==> config.mk <==
export PLATFORM = sky130hd
export DESIGN_NAME = echo_capture
export DESIGN_NICKNAME = d
export VERILOG_FILES = /design/src/rtl/echo_capture.sv
export SDC_FILE = /design/constraint.sdc
export NUM_CORES = 1
export LEC_CHECK = 0
export BUFFER_PORTS_ARGS = -buffer_cell sky130_fd_sc_hd__buf_2
export CORE_MARGIN = 2
export CORE_UTILIZATION = 55
export DETAILED_ROUTE_END_ITERATION = 10
export PLACE_DENSITY = 0.75
export SYNTH_ARGS = -nofsm -noshare
export SYNTH_HDL_FRONTEND = slang
export SYNTH_SLANG_ARGS = --single-unit
==> constraint.sdc <==
create_clock -name PCLK -period 2.59 [get_ports PCLK]
set_input_delay 0 -clock PCLK [delete_from_list [all_inputs] [get_ports PCLK]]
set_output_delay 0 -clock PCLK [all_outputs]
set_load 0.1 [all_outputs]
==> src/rtl/echo_capture.sv <==
// echo_capture: times an ultrasonic echo pulse in microseconds and centimetres after each arm
module echo_capture #(
   parameter int TICKS_PER_MICRO = 100,
   parameter int US_PER_CM       = 58,
   parameter int MAX_US          = 60000,
   parameter int US_W            = 16,
   parameter int CM_W            = 11
) (
   input  logic            PCLK,
   input  logic            reset,
   input  logic            arm,
   input  logic            echo,
   output logic            busy,
   output logic            valid,
   output logic            timeout,
   output logic [US_W-1:0] echo_us,
   output logic [CM_W-1:0] dist_cm
);
   localparam int PW = TICKS_PER_MICRO > 1 ? $clog2(TICKS_PER_MICRO) : 1;
   localparam int SW = US_PER_CM > 1 ? $clog2(US_PER_CM) : 1;
   typedef enum logic [1:0] {IDLE, WAIT_RISE, MEASURE} state_t;
   state_t state, state_n;
   logic echo_m, echo_s, echo_d, rise, fall;
   logic [PW-1:0] pre;
   logic [US_W-1:0] us_cnt;
   logic [SW-1:0] cm_sub;
   logic [CM_W-1:0] cm_cnt;
   logic wrap, cm_wrap, expire, clr, valid_n, timeout_n;
   assign rise    = echo_s & ~echo_d;
   assign fall    = ~echo_s & echo_d;
   assign wrap    = pre == PW'(TICKS_PER_MICRO - 1);
   assign cm_wrap = cm_sub == SW'(US_PER_CM - 1);
   assign expire  = wrap && us_cnt == US_W'(MAX_US - 1);
   assign busy    = state != IDLE;
   // two-flop synchroniser for the asynchronous echo pin, plus one delay stage for edge detection
   always_ff @(posedge PCLK) begin
      if (reset) {echo_m, echo_s, echo_d} <= '0;
      else {echo_m, echo_s, echo_d} <= {echo, echo_m, echo_s};
   end
   // next state and result strobes; a fall beats a simultaneous expiry
   always_comb begin
      state_n   = state;
      valid_n   = 1'b0;
      timeout_n = 1'b0;
      clr       = 1'b0;
      case (state)
         IDLE:      if (arm) begin state_n = WAIT_RISE; clr = 1'b1; end
         WAIT_RISE: if (rise) begin state_n = MEASURE; clr = 1'b1; end
                    else if (expire) begin state_n = IDLE; timeout_n = 1'b1; end
         MEASURE:   if (fall) begin state_n = IDLE; valid_n = 1'b1; end
                    else if (expire) begin state_n = IDLE; timeout_n = 1'b1; end
         default:   state_n = IDLE;
      endcase
   end
   // state register, registered strobes, and result capture on a good fall only
   always_ff @(posedge PCLK) begin
      if (reset) begin
         state   <= IDLE;
         valid   <= 1'b0;
         timeout <= 1'b0;
         echo_us <= '0;
         dist_cm <= '0;
      end else begin
         state   <= state_n;
         valid   <= valid_n;
         timeout <= timeout_n;
         if (valid_n) begin
            echo_us <= us_cnt;
            dist_cm <= cm_cnt;
         end
      end
   end
   // prescaled microsecond counter; centimetres are divided out by a second counter while measuring
   always_ff @(posedge PCLK) begin
      if (reset || clr) begin
         pre    <= '0;
         us_cnt <= '0;
         cm_sub <= '0;
         cm_cnt <= '0;
      end else if (busy) begin
         pre <= wrap ? '0 : pre + 1'b1;
         if (wrap) us_cnt <= us_cnt + 1'b1;
         if (wrap && state == MEASURE) begin
            cm_sub <= cm_wrap ? '0 : cm_sub + 1'b1;
            cm_cnt <= cm_cnt + CM_W'(cm_wrap);
         end
      end
   end
endmodule

==> metrics.cfg <==
[outcome]
outcome = finished clean

[floorplan]
core_area_mm2 = 0.005608
die_h_um = 80.72
floorplan.die.width_um = 80.72
fp-row-count = 27
fp.dieArea_mm2 = 0.006515
floorplan.initialDensity_pct = 57.72
pin_count = 34

[worst_setup_path]
critical_path_peak_fanout = 13
reg2regPathDepth = 7
cp.arrival_ps = 2470
criticalPathCategory = reg -> reg
timing.critical_path.to_type = register
worst-endpoint-required_ps = 2820
critical_path.startpoint_type = register

[synthesis]
syn_nets = 394
ys.warnings.count = 0
synth_ff_type = sky130_fd_sc_hd__dfxtp_1
ys_seq_elements = 74
synth_cell_type_count = 44
post_synthesis_async_set_or_reset_flop_share_pct = 0
synth-edff-count = 0
synth.avg_cell_area_um2 = 8.518
synth_cells = 380
synth-seq-area-share_pct = 45.77
syn-cell-area_mm2 = 0.003237

[clocking]
path_clk_slew_ps = 70
clockBufferDepth = 2
cts_post_setup_buffers_inserted = 0
tritoncts = yes
ctsHtreeMaxLevel = 3
worstSkewPairLatency_ps = 350
root_buffer = sky130_fd_sc_hd__clkbuf_8
tritoncts_num_sinks = 74
numCtsBuffers = 9

[hold_path]
hold-path-cell-count = 3
min_path_type = in -> reg

[route]
drt-total-wl_mm = 6.508
vias = 2686
detailedRoute.firstPassIterationCount = 4
vias_per_cell = 5.470
initialDrtViolationCount = 130
drtAntennaViolNets = 0
drt-wirelength-per-cell_um = 13.25
drcViolationCount = 0

[run]
max_cap_violations = 0

[placed_design]
number_of_port_buffers = 33
dpl.hpwl_mm = 4.493
gpl.final_weighted_congestion = 0.8181

[global_route]
first_global_vias = 2337
grt_pass1_wl_mm = 10.67
grt_antenna_before_repair = 0
gr-total-overflow = 0
largest_net_degree_at_the_start_of_global_routing = 37
global_route.usage.total_pct = 21.32

[layout]
area_delta_synth_final_pct = 14.03
most_frequent_cells_in_the_layout = sky130_fd_sc_hd__nand2_1 (77), sky130_fd_sc_hd__dfxtp_1 (74), sky130_fd_sc_hd__a21oi_1 (34)
layout.nets = 428
final_layout_size_suffix_gt1_share_pct = 14.80
layout.cells.most_common = sky130_fd_sc_hd__nand2_1
ant_diodes = 0

[sta]
final_worst_path_cycle_share_pct = 86.55
clock_skew_ps = 7.540
finalSetupViolations = 0
slew-limit-headroom_pct = 52.46
fmaxAchievable_mhz = 446.1
drv_slew = 0
totalNegativeSetupSlack_ps = 0
post-route-min-period_ps = 2242
finalHoldViolations = 0
grt_setup_unrepaired = no
tightest_slew_ps = 713.1

[power]
power_density_mw_per_mm2 = 600.4
ir_worst_vdd_v = 0.0003252
power.static_leakage_nw = 1.464
fin_total_pwr_w = 0.002216

[synth_stat cells (6+ instances only)]
cell type	number	area share, %
sky130_fd_sc_hd__o21ai_0	6	0.93
sky130_fd_sc_hd__buf_2	6	0.93
sky130_fd_sc_hd__nor2_1	26	3.0
sky130_fd_sc_hd__o211ai_1	8	1.9
sky130_fd_sc_hd__nand3_1	10	1.5
sky130_fd_sc_hd__nand2_1	77	8.9
sky130_fd_sc_hd__and3_1	10	1.9
sky130_fd_sc_hd__inv_1	11	1.3
sky130_fd_sc_hd__xor2_1	16	4.3
sky130_fd_sc_hd__or4_1	11	2.6
sky130_fd_sc_hd__ha_1	10	3.9
sky130_fd_sc_hd__clkbuf_1	9	1.0
sky130_fd_sc_hd__nand4_1	17	3.3
sky130_fd_sc_hd__a21oi_1	34	5.3
sky130_fd_sc_hd__dfxtp_1	74	46
[layer usage]
metal	up-vias	track usage [%]	wire length (um)
met5	-	0	0
met1	1256	27.60	3027
met2	43	33.83	3171
li1	1380	-	-
met3	7	5.506	245
met4	0	8.814	63
[critical path, stage by stage, from the launching register on]
cell and delay [ps]:
sky130_fd_sc_hd__dfxtp_1 400, sky130_fd_sc_hd__inv_1 90, sky130_fd_sc_hd__ha_1 210, sky130_fd_sc_hd__and3b_1 510
sky130_fd_sc_hd__buf_4 240, sky130_fd_sc_hd__and3_1 320, sky130_fd_sc_hd__a21o_1 280, sky130_fd_sc_hd__nor2_1 80
[final timing paths]
path         slack [ps]                  start                     end
max                 350  state[0]$_SDFFE_PP0P_  cm_sub[0]$_SDFFE_PP0P_
max reg2reg         350  state[0]$_SDFFE_PP0P_  cm_sub[0]$_SDFFE_PP0P_
min reg2reg         450      echo_m$_SDFF_PP0_       echo_s$_SDFF_PP0_
min                  70                    arm   state[0]$_SDFFE_PP0P_
[report_power, final]
part	leakage [nW]	switching (W)	internal, W
clock network	0.109	0.000418	0.000566
logic	0.758	0.0000616	0.0000239
registers	0.597	0.00000448	0.00114
total	1.46	0.000484	0.00173
[what timing repair did]
action,in CTS,in global routing
resized for setup,0,0
hold buffers,1,0
endpoints found under the hold margin,1,0
[cell type report]
cell class | instances | area, um2
inverters | 11 | 41.29
fillers | 511 | 1917
clock buffers | 11 | 141.4
flip-flops and latches | 74 | 1481
multi-input cells | 276 | 1624
well taps | 72 | 90.09
repair buffers | 42 | 235.2
clock inverters | 5 | 77.57
[stage by stage]
step / instances / setup slack (ps) / hold WS (ps) / area (um2) / utilization (%)
after CTS: 491 / 356.5 / 60.25 / 3691 / 65.82
after detailed placement: 474 / 374.1 / 219.4 / 3462 / 61.74
final: 491 / 348.3 / 70.02 / 3691 / 65.82
after floorplan: 380 / 660.2 / 128.2 / 3237 / -
after global placement: 474 / 460.4 / 207.4 / 3462 / 61.74
after global routing: 491 / 174.6 / 127.8 / 3691 / 65.82
[registers in the layout, summed over array words and instances (netlist names)]
register	count
echo_us	16
us_cnt	16
cm_cnt	11
dist_cm	11
pre	7
cm_sub	6
state	2
echo_d	1
echo_m	1
echo_s	1
timeout	1
valid	1
[cell families after synthesis]
| logic type | after synthesis | synth area share (%) |
|---|---|---|
| buf+inv | 30 | 4.059 |
| fa+ha+maj | 10 | 3.865 |
| xor+xnor | 21 | 5.682 |
| flops | 74 | 45.77 |
| compound gates | 57 | 10.28 |
| mux | 3 | 0.9278 |
| simple gates | 185 | 29.42 |
Note: power is estimated with default switching activity, not from simulation.
